**src/rtl/demux31_tdm_if.sv**
```systemverilog
// -----------------------------------------------------------------------------
// demux31_tdm_if
//
// Bundles the shared TDM lane (in_*) and the per-channel results (out_*,
// status strobes, counters) of the 3-channel TDM demultiplexer.
//
//   master : the side that drives the lane and observes the channel outputs
//   slave  : the demultiplexer itself
//
// Parameters:
//   WIDTH  - lane / channel data width
//   FCNT_W - completed-frame counter width
//   ECNT_W - saturating sync-error counter width
// -----------------------------------------------------------------------------
interface demux31_tdm_if #(
    parameter int WIDTH  = 8,
    parameter int FCNT_W = 16,
    parameter int ECNT_W = 8
);
    // Lane side
    logic              in_valid;
    logic              in_sof;
    logic [WIDTH-1:0]  in_data;

    // Channel side
    logic [WIDTH-1:0]  out_d0;
    logic [WIDTH-1:0]  out_d1;
    logic [WIDTH-1:0]  out_d2;
    logic [2:0]        out_valid;
    logic              frame_done;
    logic              sync_err;
    logic              locked;
    logic [FCNT_W-1:0] frame_cnt;
    logic [ECNT_W-1:0] err_cnt;

    modport master (
        output in_valid, in_sof, in_data,
        input  out_d0, out_d1, out_d2, out_valid,
        input  frame_done, sync_err, locked, frame_cnt, err_cnt
    );

    modport slave (
        input  in_valid, in_sof, in_data,
        output out_d0, out_d1, out_d2, out_valid,
        output frame_done, sync_err, locked, frame_cnt, err_cnt
    );
endinterface

```
**src/rtl/demux31_tdm.sv**
```systemverilog
// -----------------------------------------------------------------------------
// demux31_tdm
//
// Receive side of a 3:1 time-division-multiplexed lane. Beats arrive as
// slots 0,1,2 of a frame, slot 0 flagged by in_sof. Each accepted beat is
// written into the matching registered channel output, a small HUNT/LOCKED
// machine tracks frame alignment, and framing violations are reported.
//
// Ports:
//   clk    - rising-edge clock
//   rst_n  - asynchronous active-low reset
//   lane   - demux31_tdm_if.slave:
//              in_valid/in_sof/in_data     shared lane beat
//              out_d0/out_d1/out_d2        last captured data per slot
//              out_valid[2:0]              one-cycle update strobe per channel
//              frame_done                  pulse when an aligned frame completes
//              sync_err                    pulse on a framing violation
//              locked                      high while aligned (LOCKED)
//              frame_cnt                   completed frames, wrapping
//              err_cnt                     sync errors, saturating
//
// All outputs are registered: a beat taken at edge k is visible after edge k.
// -----------------------------------------------------------------------------
module demux31_tdm #(
    parameter int WIDTH  = 8,
    parameter int FCNT_W = 16,
    parameter int ECNT_W = 8
) (
    input  logic                 clk,
    input  logic                 rst_n,
    demux31_tdm_if.slave         lane
);

    typedef enum logic {
        ST_HUNT   = 1'b0,
        ST_LOCKED = 1'b1
    } state_t;

    // -------------------------------------------------------------------------
    // State and output registers
    // -------------------------------------------------------------------------
    state_t            r_state;
    logic [1:0]        r_slot;         // slot index expected for the next beat

    logic [WIDTH-1:0]  r_d0;
    logic [WIDTH-1:0]  r_d1;
    logic [WIDTH-1:0]  r_d2;
    logic [2:0]        r_valid;
    logic              r_frame_done;
    logic              r_sync_err;
    logic [FCNT_W-1:0] r_frame_cnt;
    logic [ECNT_W-1:0] r_err_cnt;

    // -------------------------------------------------------------------------
    // Next-state / decision wires
    // -------------------------------------------------------------------------
    state_t            w_state_nxt;
    logic [1:0]        w_slot_nxt;
    logic [2:0]        w_cap;          // per-channel capture enable this beat
    logic              w_done;         // aligned frame completes this beat
    logic              w_err;          // framing violation this beat

    // -------------------------------------------------------------------------
    // Next-state and decision logic
    // -------------------------------------------------------------------------
    always_comb begin
        // NOTE: every signal gets a default before any branch so that no path
        // leaves one unassigned, which would otherwise infer a latch.
        w_state_nxt = r_state;
        w_slot_nxt  = r_slot;
        w_cap       = 3'b000;
        w_done      = 1'b0;
        w_err       = 1'b0;

        if (lane.in_valid) begin
            unique case (r_state)
                ST_HUNT: begin
                    // Non-SOF beats are simply dropped while searching.
                    if (lane.in_sof) begin
                        w_cap[0]    = 1'b1;
                        w_slot_nxt  = 2'd1;
                        w_state_nxt = ST_LOCKED;
                    end
                end

                ST_LOCKED: begin
                    if (lane.in_sof) begin
                        // A SOF anywhere but slot 0 is an early SOF: flag it
                        // and realign on this beat, dropping the partial frame.
                        w_err      = (r_slot != 2'd0);
                        w_cap[0]   = 1'b1;
                        w_slot_nxt = 2'd1;
                    end else begin
                        case (r_slot)
                            2'd1: begin
                                w_cap[1]   = 1'b1;
                                w_slot_nxt = 2'd2;
                            end
                            2'd2: begin
                                w_cap[2]   = 1'b1;
                                w_done     = 1'b1;
                                w_slot_nxt = 2'd0;
                            end
                            default: begin
                                // Slot 0 without SOF: alignment is lost.
                                w_err       = 1'b1;
                                w_slot_nxt  = 2'd0;
                                w_state_nxt = ST_HUNT;
                            end
                        endcase
                    end
                end

                default: begin
                    w_slot_nxt  = 2'd0;
                    w_state_nxt = ST_HUNT;
                end
            endcase
        end
    end

    // -------------------------------------------------------------------------
    // FSM state register
    // -------------------------------------------------------------------------
    always_ff @(posedge clk or negedge rst_n) begin
        // NOTE: sequential state uses non-blocking assignments so every
        // register samples pre-edge values regardless of statement order.
        if (!rst_n) begin
            r_state <= ST_HUNT;
            r_slot  <= 2'd0;
        end else begin
            r_state <= w_state_nxt;
            r_slot  <= w_slot_nxt;
        end
    end

    // -------------------------------------------------------------------------
    // Channel data registers
    // -------------------------------------------------------------------------
    always_ff @(posedge clk or negedge rst_n) begin
        // NOTE: the data registers are reset even though they are plain
        // holding registers, because every channel output must read 0 from reset.
        if (!rst_n) begin
            r_d0 <= '0;
            r_d1 <= '0;
            r_d2 <= '0;
        end else begin
            if (w_cap[0]) r_d0 <= lane.in_data;
            if (w_cap[1]) r_d1 <= lane.in_data;
            if (w_cap[2]) r_d2 <= lane.in_data;
        end
    end

    // -------------------------------------------------------------------------
    // Strobes: w_* are zero whenever no qualifying beat arrives, so each
    // register is high for exactly one cycle per event.
    // -------------------------------------------------------------------------
    always_ff @(posedge clk or negedge rst_n) begin
        if (!rst_n) begin
            r_valid      <= 3'b000;
            r_frame_done <= 1'b0;
            r_sync_err   <= 1'b0;
        end else begin
            r_valid      <= w_cap;
            r_frame_done <= w_done;
            r_sync_err   <= w_err;
        end
    end

    // -------------------------------------------------------------------------
    // Counters: frames wrap, errors stick at all-ones.
    // -------------------------------------------------------------------------
    always_ff @(posedge clk or negedge rst_n) begin
        if (!rst_n) begin
            r_frame_cnt <= '0;
            r_err_cnt   <= '0;
        end else begin
            if (w_done)
                r_frame_cnt <= r_frame_cnt + FCNT_W'(1);
            if (w_err && (r_err_cnt != {ECNT_W{1'b1}}))
                r_err_cnt <= r_err_cnt + ECNT_W'(1);
        end
    end

    // -------------------------------------------------------------------------
    // Output drive
    // -------------------------------------------------------------------------
    assign lane.out_d0     = r_d0;
    assign lane.out_d1     = r_d1;
    assign lane.out_d2     = r_d2;
    assign lane.out_valid  = r_valid;
    assign lane.frame_done = r_frame_done;
    assign lane.sync_err   = r_sync_err;
    assign lane.locked     = (r_state == ST_LOCKED);
    assign lane.frame_cnt  = r_frame_cnt;
    assign lane.err_cnt    = r_err_cnt;

endmodule

```
**src/flat_wrapper.sv**
```systemverilog
// flat-port wrapper written by rule: the top's interface ports become plain ports
module demux31_tdm_flat 
#(
    parameter int WIDTH  = 8,
    parameter int FCNT_W = 16,
    parameter int ECNT_W = 8
)
  (clk, rst_n, lane_in_valid, lane_in_sof, lane_in_data, lane_out_d0, lane_out_d1, lane_out_d2, lane_out_valid, lane_frame_done, lane_sync_err, lane_locked, lane_frame_cnt, lane_err_cnt);
  demux31_tdm_if #(.WIDTH(WIDTH), .FCNT_W(FCNT_W), .ECNT_W(ECNT_W)) lane_i ();
  input  logic clk;
  input  logic rst_n;
  input wire logic [$bits(lane_i.in_valid)-1:0] lane_in_valid;
  input wire logic [$bits(lane_i.in_sof)-1:0] lane_in_sof;
  input wire logic [$bits(lane_i.in_data)-1:0] lane_in_data;
  output wire logic [$bits(lane_i.out_d0)-1:0] lane_out_d0;
  output wire logic [$bits(lane_i.out_d1)-1:0] lane_out_d1;
  output wire logic [$bits(lane_i.out_d2)-1:0] lane_out_d2;
  output wire logic [$bits(lane_i.out_valid)-1:0] lane_out_valid;
  output wire logic [$bits(lane_i.frame_done)-1:0] lane_frame_done;
  output wire logic [$bits(lane_i.sync_err)-1:0] lane_sync_err;
  output wire logic [$bits(lane_i.locked)-1:0] lane_locked;
  output wire logic [$bits(lane_i.frame_cnt)-1:0] lane_frame_cnt;
  output wire logic [$bits(lane_i.err_cnt)-1:0] lane_err_cnt;
  assign lane_i.in_valid = lane_in_valid;
  assign lane_i.in_sof = lane_in_sof;
  assign lane_i.in_data = lane_in_data;
  assign lane_out_d0 = lane_i.out_d0;
  assign lane_out_d1 = lane_i.out_d1;
  assign lane_out_d2 = lane_i.out_d2;
  assign lane_out_valid = lane_i.out_valid;
  assign lane_frame_done = lane_i.frame_done;
  assign lane_sync_err = lane_i.sync_err;
  assign lane_locked = lane_i.locked;
  assign lane_frame_cnt = lane_i.frame_cnt;
  assign lane_err_cnt = lane_i.err_cnt;
  demux31_tdm #(.WIDTH(WIDTH), .FCNT_W(FCNT_W), .ECNT_W(ECNT_W)) u_core (.clk(clk), .rst_n(rst_n), .lane(lane_i));
endmodule
```
**config.mk**
```make
export PLATFORM = sky130hd
export DESIGN_NAME = demux31_tdm_flat
export DESIGN_NICKNAME = d
export VERILOG_FILES = /design/src/rtl/demux31_tdm_if.sv /design/src/rtl/demux31_tdm.sv /design/src/flat_wrapper.sv
export SDC_FILE = /design/constraint.sdc
export NUM_CORES = 1
export LEC_CHECK = 0
export BUFFER_PORTS_ARGS = -buffer_cell sky130_fd_sc_hd__buf_2
export CELL_PAD_IN_SITES_DETAIL_PLACEMENT = 1
export CELL_PAD_IN_SITES_GLOBAL_PLACEMENT = 1
export CORE_UTILIZATION = 35
export DETAILED_ROUTE_END_ITERATION = 16
export PLACE_DENSITY = 0.73
export SLEW_MARGIN = 25
export SYNTH_ARGS = -nofsm -noshare
export SYNTH_HDL_FRONTEND = slang
export SYNTH_SLANG_ARGS = --single-unit
```
**constraint.sdc**
```tcl
create_clock -name clk -period 2.1 [get_ports clk]
set_clock_uncertainty 0.15 [all_clocks]
set_input_delay 0.42 -clock clk [delete_from_list [all_inputs] [get_ports clk]]
set_output_delay 0.42 -clock clk [all_outputs]
set_load 0.005 [all_outputs]
```
==> results of run 1 <==
[metrics by stage]
| stage | cell area, um2 | total power, uW | utilization (%) | setup slack, ps | instances |
|---|---|---|---|---|---|
| 2_1_floorplan | 2290 | 1970 | - | 270 | 209 |
| 3_3_place_gp | 2750 | 2390 | 43.3 | 239 | 352 |
| 3_5_place_dp | 2750 | 2420 | 43.3 | 137 | 352 |
| 4_1_cts | 2860 | 3080 | 45.0 | 112 | 361 |
| 5_1_grt | 2860 | 3270 | 45.0 | 39.2 | 361 |
| 6_report | 2860 | 3020 | 45.0 | 150 | 361 |
[final cells by class]
cell class	instances	share of cell area [%]
Inverter	10	1.31
Timing Repair Buffer	72	13.8
Multi-Input combinational cell	139	29.9
Clock buffer	8	3.50
Sequential cell	55	48.2
Tap cell	77	3.37
[final timing paths]
path / slack, ps / to / startpoint
max: 150 / u_core.lane.frame_cnt[10] / u_core.r_slot[0]
min: 190 / u_core.lane.out_d1[2] / lane_in_data[2]
max reg2reg: 150 / u_core.lane.frame_cnt[10] / u_core.r_slot[0]
min reg2reg: 320 / u_core.lane.frame_cnt[15] / u_core.lane.frame_cnt[15]
max in group asynchronous: 1050 / u_core.lane.out_d0[5] / rst_n
min in group asynchronous: 480 / u_core.lane.frame_cnt[4] / rst_n
[routing by layer]
metal,part of all wire [%],up-vias,wire length (um)
met5,0,-,0
met4,1.0,0,53
met3,3.7,5,191
met2,50,37,2600
met1,45,851,2360
li1,-,827,-
[repair_timing]
item,4_1_cts,5_1_grt
hold buffers,1,0
setup buffers,0,0
endpoints found under the hold margin,55,0
[cells in the final DEF (no fill, tap or decap), types with 2 or more instances in the layout]
master                     Yosys  layout
sky130_fd_sc_hd__inv_1         9       9
sky130_fd_sc_hd__nand3_1       9       9
sky130_fd_sc_hd__xor2_1        8       8
sky130_fd_sc_hd__nor3_1        4       4
sky130_fd_sc_hd__dfrtp_1      55      55
sky130_fd_sc_hd__nor2_1        5       5
sky130_fd_sc_hd__xnor2_1      12      12
sky130_fd_sc_hd__buf_4         1       5
sky130_fd_sc_hd__o21ai_0       2       2
sky130_fd_sc_hd__nand4_1       5       5
sky130_fd_sc_hd__o21a_1        2       2
sky130_fd_sc_hd__mux2_2       10      10
sky130_fd_sc_hd__buf_2         1      65
sky130_fd_sc_hd__nand2_1      62      62
sky130_fd_sc_hd__ha_1          5       5
sky130_fd_sc_hd__clkbuf_8      0       7
sky130_fd_sc_hd__and3_1        2       2
[kinds of logic after synthesis]
family,after synthesis,synth area share [%]
AO/OA/AOI/OAI,8,2.18
XOR/XNOR,20,7.65
adder cells (fa/ha/maj),5,2.73
buffers and inverters,15,2.68
flip-flops,55,60.1
multiplexers,11,5.35
AND/OR/NAND/NOR,95,19.3
[power groups by stage]
stage	registers (uW)	clock network [uW]	logic (uW)
floorplan	1580	0	381
global placement	1570	0	815
detailed placement	1580	0	844
CTS	1560	664	853
global route	1610	708	945
finish	1560	635	829
[state kept, by name, summed over array words and instances (netlist names)]
register / count
u_core.lane.err_cnt: 8
u_core.lane.frame_cnt: 16
u_core.lane.frame_done: 1
u_core.lane.locked: 1
u_core.lane.out_d0: 8
u_core.lane.out_d1: 8
u_core.lane.out_d2: 8
u_core.lane.out_valid: 2
u_core.lane.sync_err: 1
u_core.r_slot: 2
[worst max-delay path: stages (launching register included)]
cell                       delay, ps
sky130_fd_sc_hd__dfrtp_1         390
sky130_fd_sc_hd__inv_1           120
sky130_fd_sc_hd__ha_1            210
sky130_fd_sc_hd__nand4b_4        130
sky130_fd_sc_hd__or4_4           570
sky130_fd_sc_hd__nor2_1          140
sky130_fd_sc_hd__xor2_1          170
==> results.py, run 1 <==
metrics = {
    "route": {
        "drt_first_pass_iters": 4,
        "final_antenna_net_count": 0,
        "detailedRoute.firstIterationViolations": 89,
        "drt_wl_total_um": 5200,
        "vias_per_cell": 4.76,
        "drc": 0,
        "wl_per_cell_um": 14.4,
        "vias": 1720,
    },
    "die": {
        "area_enclosed_by_the_die_boundary_um2": 6870,
        "core_area_um2": 6350,
        "floorplan.initialDensity_pct": 36.1,
        "pin_count": 66,
        "die-width_um": 82.9,
        "chipHeight_um": 82.9,
        "cell_row_count": 29,
    },
    "timing": {
        "finalSetupViolCount": 0,
        "drv_slew": 0,
        "final.hold.worst_slack_ps": 194,
        "fmax_mhz": 513,
        "worstMarginPinSlew_ps": 463,
        "finalCritPeriodShare_pct": 92.9,
        "max-slew-margin-rel_pct": 69.0,
        "rsz0062_at_grt": "false",
        "finalSetupTns_ps": 0,
        "fin_hold_viols": 0,
        "layout_min_cycle_time_ps": 1950,
    },
    "global_route": {
        "number_of_global_route_vias_before_repair": 1761,
        "grt_antenna_before_repair": 0,
        "grt_start_max_net_pins": 56,
        "grt_util_all_layers_pct": 16.6,
        "grt_overflow": 0,
        "use_met3_pct": 3.28,
        "global_route.peak_usage_layer": "met2",
        "grt.met2_usage_pct": 26.8,
        "globalRouteMet1Util_pct": 22.7,
        "global_route_wire_length_before_repair_um": 9110,
    },
    "worst_hold_path": {
        "worst_hold_path_type": "input pin to register",
        "hold_depth": 3,
    },
    "power_and_ir_drop": {
        "pwr-share-seq_pct": 51.6,
        "combPwrFrac_pct": 27.4,
        "intPower_uw": 2050,
        "pwr_density_cell_nw_per_um2": 1060,
        "sw_frac_of_total_pct": 32.3,
        "clock_power_share_pct": 21.0,
        "largest_voltage_drop_on_the_vdd_net_mv": 0.450,
        "switching_power_uw": 978,
        "power_leakage_uw": 0.00156,
    },
    "cts": {
        "clkLatencyLatePin_ps": 300,
        "cts_root_buf": "sky130_fd_sc_hd__clkbuf_8",
        "numClockSinks": 55,
        "cts_made_buffers": 5,
        "htree_levels": 2,
        "cts.reportedPaths.clkPinSlew_ps": 100,
        "tritoncts_clock_tree": "yes",
        "ctsResizeCount": 0,
        "buffers_from_clock_root_to_sink_at_most": 2,
    },
    "setup_path": {
        "element_type_at_the_critical_path_end": "register",
        "cp-start-kind": "register",
        "crit_fanout": 4,
        "timing.critical_path.required_ps": 2180,
        "cp_data_arrival_time_ps": 2030,
        "critPathKind": "register to register",
        "worstRegToRegCells": 6,
    },
    "placed_design": {
        "portBuffers": 65,
        "finalWeightedCongestion": 0.738,
        "place_hpwl_um": 3750,
    },
    "status": {
        "run_status": "finished clean",
    },
    "finish": {
        "ff_latch_area_um2": 1380,
        "antennaDiodeCount": 0,
        "area_of_the_multi_input_gates_um2": 853,
        "layout-area-overhead-vs-synth_pct": 24.7,
        "number_of_nets_in_the_finished_design": 300,
        "fillers": 733,
        "layout-drive-gt1-share_pct": 32.0,
    },
    "logic_synthesis": {
        "ys_types": 31,
        "async_reset_ff_share_pct": 100,
        "seq_area_frac_synth_pct": 60.1,
        "ys_ff_latch": 55,
        "postSynthNetCount": 226,
        "post-synth-top-area-cell": "sky130_fd_sc_hd__dfrtp_1",
        "synth_cells": 209,
        "netlist_area_um2": 2290,
        "synth_warnings": 0,
        "synthMostInstantiatedCell": "sky130_fd_sc_hd__nand2_1",
        "synthTopCellsByArea": "sky130_fd_sc_hd__dfrtp_1, sky130_fd_sc_hd__nand2_1, sky130_fd_sc_hd__mux2_2",
        "synth_top_cell_area_share_pct": 60.1,
        "ys_top_cells_by_count": "sky130_fd_sc_hd__nand2_1, sky130_fd_sc_hd__dfrtp_1, sky130_fd_sc_hd__xnor2_1",
        "syn-mean-instance-area_um2": 11.0,
        "synth_flop_cell": "sky130_fd_sc_hd__dfrtp_1",
        "synth_edf_count": 0,
    },
    "flow_run": {
        "max_cap_viol_count": 0,
    },
}
Power figures use the tool's default switching activity.
==> run 2, diff against run 1 <==
--- a/config.mk
+++ b/config.mk
@@ -10,7 +10,8 @@
 export CELL_PAD_IN_SITES_GLOBAL_PLACEMENT = 1
 export CORE_UTILIZATION = 35
 export DETAILED_ROUTE_END_ITERATION = 16
-export PLACE_DENSITY = 0.73
+export PLACE_DENSITY_LB_ADDON = 0.1
+export REMOVE_ABC_BUFFERS = 1
 export SLEW_MARGIN = 25
 export SYNTH_ARGS = -nofsm -noshare
 export SYNTH_HDL_FRONTEND = slang
==> results.py, run 2 (same netlist as run 1, synthesis figures left out) <==
metrics = {
    "status": {
        "run_status": "finished clean",
    },
    "route": {
        "top_signal_layer_used": "met4",
        "vias_per_cell": 4.74,
        "detailedRoute.firstIterationViolations": 25,
        "wl_per_cell_um": 14.5,
        "final_antenna_net_count": 0,
        "detailroute.wirelength.met2_um": 2490,
        "vias": 1717,
        "drt_first_pass_iters": 4,
        "route.layer.met1.wl_um": 2530,
        "met3RoutedLength_um": 184,
        "drt_wl_total_um": 5260,
        "drc": 0,
    },
    "finish": {
        "ff_latch_area_um2": 1380,
        "layout_common_cells": "sky130_fd_sc_hd__buf_2, sky130_fd_sc_hd__nand2_1, sky130_fd_sc_hd__dfrtp_1, sky130_fd_sc_hd__xnor2_1, sky130_fd_sc_hd__mux2_2",
        "layout_commonest_cell": "sky130_fd_sc_hd__buf_2",
        "area_of_the_multi_input_gates_um2": 853,
        "largest_register_ff_count": 16,
        "number_of_nets_in_the_finished_design": 301,
        "layout-area-overhead-vs-synth_pct": 25.6,
        "fillers": 720,
        "layout-drive-gt1-share_pct": 32.6,
        "postLayoutCellArea_um2": 2880,
        "antennaDiodeCount": 0,
    },
    "setup_path": {
        "cp-start-kind": "register",
        "worstRegToRegCells": 6,
        "worstReg2RegEnd": "u_core.lane.frame_cnt[12]",
        "critPathKind": "register to register",
        "rr_startpoint": "u_core.r_slot[0]",
        "timing.critical_path.required_ps": 2190,
        "worst_setup_slack_for_register_to_register_paths_ps": 160,
        "element_type_at_the_critical_path_end": "register",
        "cp_data_arrival_time_ps": 2030,
        "crit_fanout": 7,
    },
    "timing": {
        "max-slew-margin-rel_pct": 68.6,
        "fmax_mhz": 514,
        "finalSetupTns_ps": 0,
        "finalSetupViolCount": 0,
        "worstMarginPinSlew_ps": 471,
        "drv_slew": 0,
        "fin_hold_viols": 0,
        "rsz0062_at_grt": "false",
        "layout_min_cycle_time_ps": 1940,
        "finalCritPeriodShare_pct": 92.6,
    },
    "die": {
        "core_area_um2": 6350,
        "chipHeight_um": 82.9,
        "area_enclosed_by_the_die_boundary_um2": 6870,
        "pin_count": 66,
        "die-width_um": 82.9,
        "floorplan.initialDensity_pct": 36.1,
        "cell_row_count": 29,
    },
    "cts": {
        "htree_levels": 2,
        "ctsResizeCount": 0,
        "clkLatencyLatePin_ps": 310,
        "tritoncts_clock_tree": "yes",
        "numClockSinks": 55,
        "cts.reportedPaths.clkPinSlew_ps": 100,
        "cts_root_buf": "sky130_fd_sc_hd__clkbuf_8",
        "post_cts_buffers": 0,
        "cts_made_buffers": 5,
        "buffers_from_clock_root_to_sink_at_most": 2,
    },
    "global_route": {
        "global_route_wire_length_before_repair_um": 8960,
        "grt_start_max_net_pins": 56,
        "grt_antenna_before_repair": 0,
        "number_of_global_route_vias_before_repair": 1711,
        "grt_util_all_layers_pct": 16.3,
        "grt_overflow": 0,
    },
    "placed_design": {
        "portBuffers": 65,
        "dpl-instance-area_um2": 2750,
        "place_hpwl_um": 3840,
        "finalWeightedCongestion": 0.743,
    },
    "power_and_ir_drop": {
        "largest_voltage_drop_on_the_vdd_net_mv": 0.415,
        "power_leakage_uw": 0.00157,
        "pwr_density_cell_nw_per_um2": 1080,
    },
    "worst_hold_path": {
        "hold_depth": 3,
        "worst_hold_path_type": "input pin to register",
        "worst_hold_path_startpoint": "lane_in_data[7]",
        "worstHoldEndpoint": "u_core.lane.out_d1[7]",
    },
    "flow_run": {
        "max_cap_viol_count": 0,
    },
}
[run 2: report_power, final]
group          internal [uW]  total (uW)  switching, uW
combinational            408         827            419
sequential              1340        1560            217
clock                    356         715            359
total                   2100        3100            995
[run 2: cell type report]
cell class              instances  area share [%]
repair buffers                 73            13.9
well taps                      77            3.35
clock inverters                 3            1.52
flip-flops and latches         55            47.8
clock buffers                   5            2.39
multi-input cells             139            29.7
inverters                      10            1.30
[run 2: repair_timing]
action                     4_1_cts  5_1_grt
hold endpoints to repair        55        0
setup endpoints to repair        0        1
hold buffers                     1        0
[run 2: metrics by stage]
| step | power, uW | hold slack (ps) | std cells | utilization, % | setup slack, ps |
|---|---|---|---|---|---|
| finish | 3100 | 182 | 362 | 45.3 | 156 |
| global route | 3330 | 176 | 362 | 45.3 | 20.6 |
| global placement | 2400 | 301 | 353 | 43.4 | 182 |
| CTS | 3160 | 176 | 362 | 45.3 | 106 |
| detailed placement | 2430 | 298 | 353 | 43.4 | 124 |
| floorplan | 1960 | -25.6 | 204 | - | 177 |
[run 2: worst max path at each step]
stage / startpoint / endpoint / slack (ps) / cells after the start
after global routing: u_core.r_slot[0] / u_core.lane.frame_cnt[12] / 20 / 6
after CTS: u_core.r_slot[0] / u_core.lane.frame_cnt[12] / 110 / 6
after floorplan: u_core.r_slot[0] / u_core.lane.frame_cnt[12] / 180 / 6
after global placement: u_core.r_slot[0] / u_core.lane.frame_cnt[12] / 180 / 6
final: u_core.r_slot[0] / u_core.lane.frame_cnt[12] / 160 / 6
after detailed placement: u_core.r_slot[0] / u_core.lane.frame_cnt[12] / 120 / 6
[run 2: layer usage]
layer / track usage (%) / up-vias
li1: - / 827
met1: 22.8 / 851
met2: 25.7 / 33
met3: 3.78 / 6
met4: 4.23 / 0
met5: 0 / -
[run 2: worst max-delay path, stage by stage, from the launching register on]
cell and delay (ps):
sky130_fd_sc_hd__dfrtp_1 390, sky130_fd_sc_hd__inv_1 100, sky130_fd_sc_hd__ha_1 210, sky130_fd_sc_hd__nand4b_4 170, sky130_fd_sc_hd__or4_4 560, sky130_fd_sc_hd__nor2_1 150
sky130_fd_sc_hd__xor2_1 150
